## config.mk

```make
export PLATFORM = sky130hd
export DESIGN_NAME = apb_master_bridge
export DESIGN_NICKNAME = d
export VERILOG_FILES = /design/src/rtl/apb_master_bridge.sv
export SDC_FILE = /design/constraint.sdc
export NUM_CORES = 1
export LEC_CHECK = 0
export ABC_AREA = 1
export ABC_CLOCK_PERIOD_IN_PS = 1900
export CAP_MARGIN = 10
export CELL_PAD_IN_SITES_DETAIL_PLACEMENT = 1
export CELL_PAD_IN_SITES_GLOBAL_PLACEMENT = 2
export CORE_ASPECT_RATIO = 0.9
export CORE_MARGIN = 5
export CORE_UTILIZATION = 21
export CTS_BUF_LIST = sky130_fd_sc_hd__clkbuf_4 sky130_fd_sc_hd__clkbuf_8
export CTS_CLUSTER_DIAMETER = 120
export DETAILED_ROUTE_END_ITERATION = 6
export HOLD_SLACK_MARGIN = 0.12
export PLACE_DENSITY = 0.89
export SETUP_SLACK_MARGIN = 0.15
export SYNTH_ARGS = -nofsm -noshare
export SYNTH_HDL_FRONTEND = slang
export SYNTH_SLANG_ARGS = --single-unit
```

## constraint.sdc

```tcl
create_clock -name PCLK -period 1.9 [get_ports PCLK]
set_input_delay 0.38 -clock PCLK [delete_from_list [all_inputs] [get_ports PCLK]]
set_output_delay 0.38 -clock PCLK [all_outputs]
set_load 0.005 [all_outputs]
```

## src/rtl/apb_master_bridge.sv

```systemverilog
// APB requester: accepts one valid/ready command at a time and runs a single
// SETUP/ACCESS transfer, returning read data or an error on a one-cycle strobe.
module apb_master_bridge #(
  parameter int unsigned DATA_WIDTH      = 32,
  parameter int unsigned MAIN_ADDR_WIDTH = 32,
  parameter int unsigned NUM_SLAVES      = 4,
  parameter int unsigned SEL_LSB         = 12,
  parameter int unsigned TIMEOUT_CYCLES  = 16
) (
  input  logic                       PCLK,
  input  logic                       PRESET_n,
  input  logic                       req_valid,
  output logic                       req_ready,
  input  logic [MAIN_ADDR_WIDTH-1:0] req_addr,
  input  logic                       req_write,
  input  logic [DATA_WIDTH-1:0]      req_wdata,
  input  logic [DATA_WIDTH/8-1:0]    req_strb,
  output logic                       rsp_valid,
  output logic [DATA_WIDTH-1:0]      rsp_rdata,
  output logic                       rsp_err,
  output logic [NUM_SLAVES-1:0]      PSEL,
  output logic                       PENABLE,
  output logic                       PWRITE,
  output logic [MAIN_ADDR_WIDTH-1:0] PADDR,
  output logic [DATA_WIDTH-1:0]      PWDATA,
  output logic [DATA_WIDTH/8-1:0]    PSTRB,
  input  logic                       PREADY,
  input  logic [DATA_WIDTH-1:0]      PRDATA,
  input  logic                       PSLVERR
);

  localparam int unsigned StrbW = DATA_WIDTH / 8;
  localparam int unsigned SelW  = (NUM_SLAVES > 1) ? $clog2(NUM_SLAVES) : 1;
  localparam int unsigned CntW  = (TIMEOUT_CYCLES > 0) ? $clog2(TIMEOUT_CYCLES + 1) : 1;

  typedef enum logic [1:0] {StIdle, StSetup, StAccess, StDecErr} state_e;

  state_e                     state_q, state_d;
  logic [NUM_SLAVES-1:0]      psel_q, psel_d;
  logic                       penable_q, penable_d;
  logic                       pwrite_q, pwrite_d;
  logic [MAIN_ADDR_WIDTH-1:0] paddr_q, paddr_d;
  logic [DATA_WIDTH-1:0]      pwdata_q, pwdata_d;
  logic [StrbW-1:0]           pstrb_q, pstrb_d;
  logic                       rsp_valid_q, rsp_valid_d;
  logic [DATA_WIDTH-1:0]      rsp_rdata_q, rsp_rdata_d;
  logic                       rsp_err_q, rsp_err_d;
  logic [CntW-1:0]            cnt_q, cnt_d;
  logic [SelW-1:0]            sel_idx;
  logic                       sel_ok;

  assign sel_idx   = req_addr[SEL_LSB +: SelW];
  // Non-power-of-two slave counts leave index codes with no slave behind them.
  assign sel_ok    = 32'(sel_idx) < NUM_SLAVES;
  assign req_ready = (state_q == StIdle);

  always_comb begin
    state_d     = state_q;
    psel_d      = psel_q;
    penable_d   = penable_q;
    pwrite_d    = pwrite_q;
    paddr_d     = paddr_q;
    pwdata_d    = pwdata_q;
    pstrb_d     = pstrb_q;
    rsp_valid_d = 1'b0;
    rsp_rdata_d = rsp_rdata_q;
    rsp_err_d   = rsp_err_q;
    cnt_d       = cnt_q;
    unique case (state_q)
      StIdle: begin
        if (req_valid) begin
          paddr_d  = req_addr;
          pwrite_d = req_write;
          pwdata_d = req_wdata;
          pstrb_d  = req_write ? req_strb : '0;
          if (sel_ok) begin
            state_d   = StSetup;
            psel_d    = NUM_SLAVES'(1) << sel_idx;
            penable_d = 1'b0;
            cnt_d     = '0;
          end else begin
            state_d = StDecErr;
          end
        end
      end
      StSetup: begin
        penable_d = 1'b1;
        state_d   = StAccess;
      end
      StAccess: begin
        if (PREADY) begin
          psel_d      = '0;
          penable_d   = 1'b0;
          rsp_valid_d = 1'b1;
          rsp_err_d   = PSLVERR;
          rsp_rdata_d = (!pwrite_q && !PSLVERR) ? PRDATA : '0;
          state_d     = StIdle;
        end else begin
          cnt_d = cnt_q + 1'b1;
          if ((TIMEOUT_CYCLES != 0) && (cnt_d == CntW'(TIMEOUT_CYCLES))) begin
            psel_d      = '0;
            penable_d   = 1'b0;
            rsp_valid_d = 1'b1;
            rsp_err_d   = 1'b1;
            rsp_rdata_d = '0;
            state_d     = StIdle;
          end
        end
      end
      StDecErr: begin
        rsp_valid_d = 1'b1;
        rsp_err_d   = 1'b1;
        rsp_rdata_d = '0;
        state_d     = StIdle;
      end
      default: state_d = StIdle;
    endcase
  end

  always_ff @(posedge PCLK) begin
    if (!PRESET_n) begin
      state_q     <= StIdle;
      psel_q      <= '0;
      penable_q   <= 1'b0;
      pwrite_q    <= 1'b0;
      paddr_q     <= '0;
      pwdata_q    <= '0;
      pstrb_q     <= '0;
      rsp_valid_q <= 1'b0;
      rsp_rdata_q <= '0;
      rsp_err_q   <= 1'b0;
      cnt_q       <= '0;
    end else begin
      state_q     <= state_d;
      psel_q      <= psel_d;
      penable_q   <= penable_d;
      pwrite_q    <= pwrite_d;
      paddr_q     <= paddr_d;
      pwdata_q    <= pwdata_d;
      pstrb_q     <= pstrb_d;
      rsp_valid_q <= rsp_valid_d;
      rsp_rdata_q <= rsp_rdata_d;
      rsp_err_q   <= rsp_err_d;
      cnt_q       <= cnt_d;
    end
  end

  assign PSEL      = psel_q;
  assign PENABLE   = penable_q;
  assign PWRITE    = pwrite_q;
  assign PADDR     = paddr_q;
  assign PWDATA    = pwdata_q;
  assign PSTRB     = pstrb_q;
  assign rsp_valid = rsp_valid_q;
  assign rsp_rdata = rsp_rdata_q;
  assign rsp_err   = rsp_err_q;

endmodule

```

[After elaboration in Yosys (flattened, before gate mapping)]
Cells that the tools add are included.
Cells by class
  reductions and logical operators: 13
  bitwise logic cells: 0
  equality and inequality tests: 7
  add/sub/neg operators: 1
  shift operators: 1
  mux-type cells: 26
  order comparisons: 0
  $mul: 0
  div/mod/pow operators: 0
Operator list (number)
  $mux 32: 3
  $pmux 32 s2: 1
  $mux 4: 4
  $mux 5: 2
  $pmux 5 s2: 1
  $reduce_and 3->1: 3
  $pmux 2 s4: 1
  $pmux 4 s2: 1
  $mux 1: 7
  $mux 2: 3
  $reduce_and 2->1: 3
  $add 5x1->5 const B: 1
  $eq 5x5->1 const B: 1
  $eq 2x2->1 const B: 2
  $ne 2x2->1 const B: 2
  $pmux 1 s2: 2
  $reduce_bool 2->1: 2
  $shl 1x2->4 const A: 1
  $ne 3x3->1 const B: 1
  $pmux 1 s3: 1
  $reduce_bool 3->1: 1
  $eq 2x1->1 const B: 1
  $logic_not 1->1: 2
  $logic_not 2->1: 1
  $logic_and 1x1->1: 1
Storage, ports and cells
  word-level logic and storage cells: 59
  bits of input ports: 106
  register bits after elaboration: 115
  output and inout port bits: 109
  memories: 0
  ROM bits: 0
  bits in latches: 0
  RAM bits: 0

[Logic depth before layout (Yosys ltp)]
  depth in word-level cells: 5
  mapped depth: 10

[Worst setup path before layout]
No wires, ideal clock.
  path type: register -> register
  start: register cnt_q[0]
  end: register rsp_rdata_q[10], in the netlist rsp_rdata[10]
  data required time: 1779 ps
  library setup time: 121 ps
  cell stages (with the launch flop): 11
  clock period less this slack: 1433 ps
  setup slack: 467 ps
  arrival: 1312 ps
  path buffers: 1
  path through: dfxtp_1 > ha_1 > nand3_1 > nand2_1 > nand2_1 > nand3_1 > nand2_1 > nand2_1 > buf_2 > nand3_1 > o21ai_0
Between the ends
  word-level cells in the longest chain between the ends: 4
RTL lines
  start: declaration: RTL line 48  | logic [CntW-1:0] cnt_q, cnt_d;
  start signal: assignment: RTL line 144  | cnt_q <= cnt_d;
  $add 5x1->5: RTL line 99  | cnt_d = cnt_q + 1'b1;
  $eq 5x5->1: RTL line 100  | if ((TIMEOUT_CYCLES != 0) && (cnt_d == CntW'(TIMEOUT_CYCLES))) begin
  $ne 3x3->1 (no source line)
  $reduce_and 2->1 (no source line)
  end signal: assignment: RTL line 142  | rsp_rdata_q <= rsp_rdata_d;
  end: declaration: RTL line 46  | logic [DATA_WIDTH-1:0] rsp_rdata_q, rsp_rdata_d;
Every way passes these cells.
A chain may end at the register's enable or synchronous reset.

[Worst setup path in the final report]
  start: register rsp_rdata_q[3], in the netlist rsp_rdata[3]
  end: output port rsp_rdata[3]
RTL lines
  end: declaration: RTL line 19  | output logic [DATA_WIDTH-1:0] rsp_rdata,
No word-level cell between the ends.

==> metrics.txt <==
WP data arrival=about 1.3 ns; cts bufs inserted=17; Crit Path Class=reg2out; status=complete, no violations; Fillers=between 2000 and 2500; cells after synthesis=559; antenna violations before repair=0; Buf/Inv on CP=1; top post-synthesis cells by count=nor2_1 (151), dfxtp_1 (115), o21ai_0 (87); clock-pin slew on the worst setup and hold paths=around 0.070 ns; routed len/inst=roughly 15 µm; first-pass GRT wire length=24400 µm; CTS tree=built; Final Hold Fails=0; Pleak=approximately 3.5 nW; Slew HR=~54%; RSZ-0062 raised after global routing=yes; post-synthesis sequential area ratio=about 55%; post-layout min period=around 1.7 ns; top-count cell post-synth=nor2_1; GRT overflow=0; Achievable Freq=between 500 and 600 MHz; asr flop ratio synth=0%; number of max-cap violations=0; DP Wirelength=11300 µm; post-route cell area=7290 µm²; number of nets in the layout=a little under 900; critical path capture point type=primary output; Post-Syn Area=between 4000 and 5000 µm²; CTS HTree Levels=4; Routed WL=roughly 16000 µm; cts hold-fix bufs=0; routed via count=approximately 4500; Top delay family on crit path=buffers and inverters; die height=around 140 µm; Chip Width=roughly 160 µm; synth unique cells=20; # IOs=between 200 and 250; hold crit path type=in2reg; share of cells above drive strength 1=around a tenth; CTS Root Cell=clkbuf_8; Max stage delay on crit path=between 0.5 and 0.6 ns; Max VDD drop=0.391 mV; fin crit share=about 89%; Primary FF master, synth=dfxtp_1; largest area contributor in the netlist=dfxtp_1; Data required, critical path=1.52 ns; aggregate negative setup slack=0 ns; vias in the first global route=~4400; clk sinks=115; Worst setup SP type=register; clk_lat worst skew=around 0.43 ns; Setup Skew=0.00872 ns; DR pass1 iterations=4; Post-Syn Nets=around 670; Worst path slowest cell=clkdlybuf4s50_1; Synth Area per Inst=7.55 µm²; num rows=49; CP max FO=2; # diodes=0; Port Buffers=approximately 210; DR vias/cell=between 4 and 5; pwr dens=808 nW/µm²; GPL Wtd Cong=roughly 0.75; DRT iter0 DRCs=190; Synth top area share=a little over half; Syn-to-layout area delta=72.9%; Synth area leaders=dfxtp_1 (55%), nor2_1 (13%), o21ai_0 (10%), nand2_1 (6.5%), nand3_1 (5.2%); Post-DP Area=between 6000 and 7000 µm²; pin count of the biggest net entering global routing=60; full die area=between 20000 and 25000 µm²; Total GRT Usage=between 10% and 20%; clk buf depth=2; core area=19900 µm²; initial core utilization=21.2%; count of pins over their slew limit=0; Worst Tran Pin Value=0.681 ns; critical path cell sequence=clkdlybuf4s50_1; Post-route DRC=0; Routed Antenna Nets=0; # setup viols final=0; Yosys reg bits=approximately 120; YS warnings=0; EDFF count, synth=0
repair_timing:
action	in CTS	in global routing
pin swaps	1	2
setup buffers	1	1
gates cloned	0	1
endpoints found under the setup margin	4	80
resized for setup	8	56
placed cells by master, fill, tap and decap left out, drive strengths merged, types with 2 or more instances in the layout:
cell type / netlist / final
clkbuf: 23 / 22
nor2: 153 / 153
o21ai: 89 / 89
a21oi: 15 / 15
nor3: 2 / 2
nand3: 44 / 44
inv: 26 / 26
buf: 10 / 17
dlymetal6s2s: 0 / 44
nand2: 74 / 74
clkdlybuf4s50: 0 / 168
bufinv: 0 / 2
nand4: 4 / 4
clkinv: 0 / 8
dfxtp: 115 / 115
sequential cells by signal, summed over array words and instances (netlist names):
signal     flops
state_q        2
rsp_valid      1
PWRITE         1
rsp_rdata     32
PWDATA        32
cnt_q          5
PADDR         32
PSTRB          4
PENABLE        1
rsp_err        1
PSEL           4
metal layers:
metal  GRT usage (%)  share of wire, %
met3            5.22               6.6
met2            22.4                49
met5               0                 0
met4            4.89               1.2
met1            15.6                43
stage by stage:
step                util (%)  hold slack, ns  std cells  setup WS, ns  power (mW)
global placement        33.8           0.449       1009        0.0507        3.69
detailed placement      33.8           0.450       1009        0.0331        3.71
finish                  36.7           0.327       1044         0.218        5.89
CTS                     35.9           0.293       1042         0.155        6.02
global route            36.7           0.304       1044         0.123        6.23
floorplan                  -           0.445        559         0.467        3.04
cells by family after synthesis:
family	count (synthesis)	synth area share (%)
buffers and inverters	59	5.61
AOI/OAI and AO/OA	106	12.7
DFF	115	54.6
adders and majority gates	1	0.297
and+or+nand+nor	278	26.8
worst paths after layout:
path	start	end	slack, ns	cells past startpoint
worst max-delay path	rsp_rdata[3]$_SDFFE_PN0P_	rsp_rdata[3]	0.22	1
worst min-delay path	PRESET_n	rsp_err$_SDFFE_PN0P_	0.33	3
worst max register to register	cnt_q[0]$_SDFFE_PN0P_	rsp_rdata[19]$_SDFFE_PN0P_	0.30	8
worst min register to register	rsp_err$_SDFFE_PN0P_	rsp_err$_SDFFE_PN0P_	0.45	2
cell type report:
| class | instances | area (µm²) | share of cell area (%) |
|---|---|---|---|
| clock inverter | 11 | 111 | 1.53 |
| tap | 255 | 319 | 4.37 |
| inverter | 26 | 97.6 | 1.34 |
| clock buffer | 21 | 270 | 3.70 |
| sequential | 115 | 2320 | 31.8 |
| timing repair buffer | 231 | 2470 | 33.8 |
| multi-input combinational | 385 | 1710 | 23.5 |
power by group:
group | switching, mW | internal, mW
clock network | 1.03 | 1.23
registers | 0.0754 | 2.56
logic | 0.429 | 0.565
total | 1.54 | 4.35
Power figures use the tool's default switching activity.
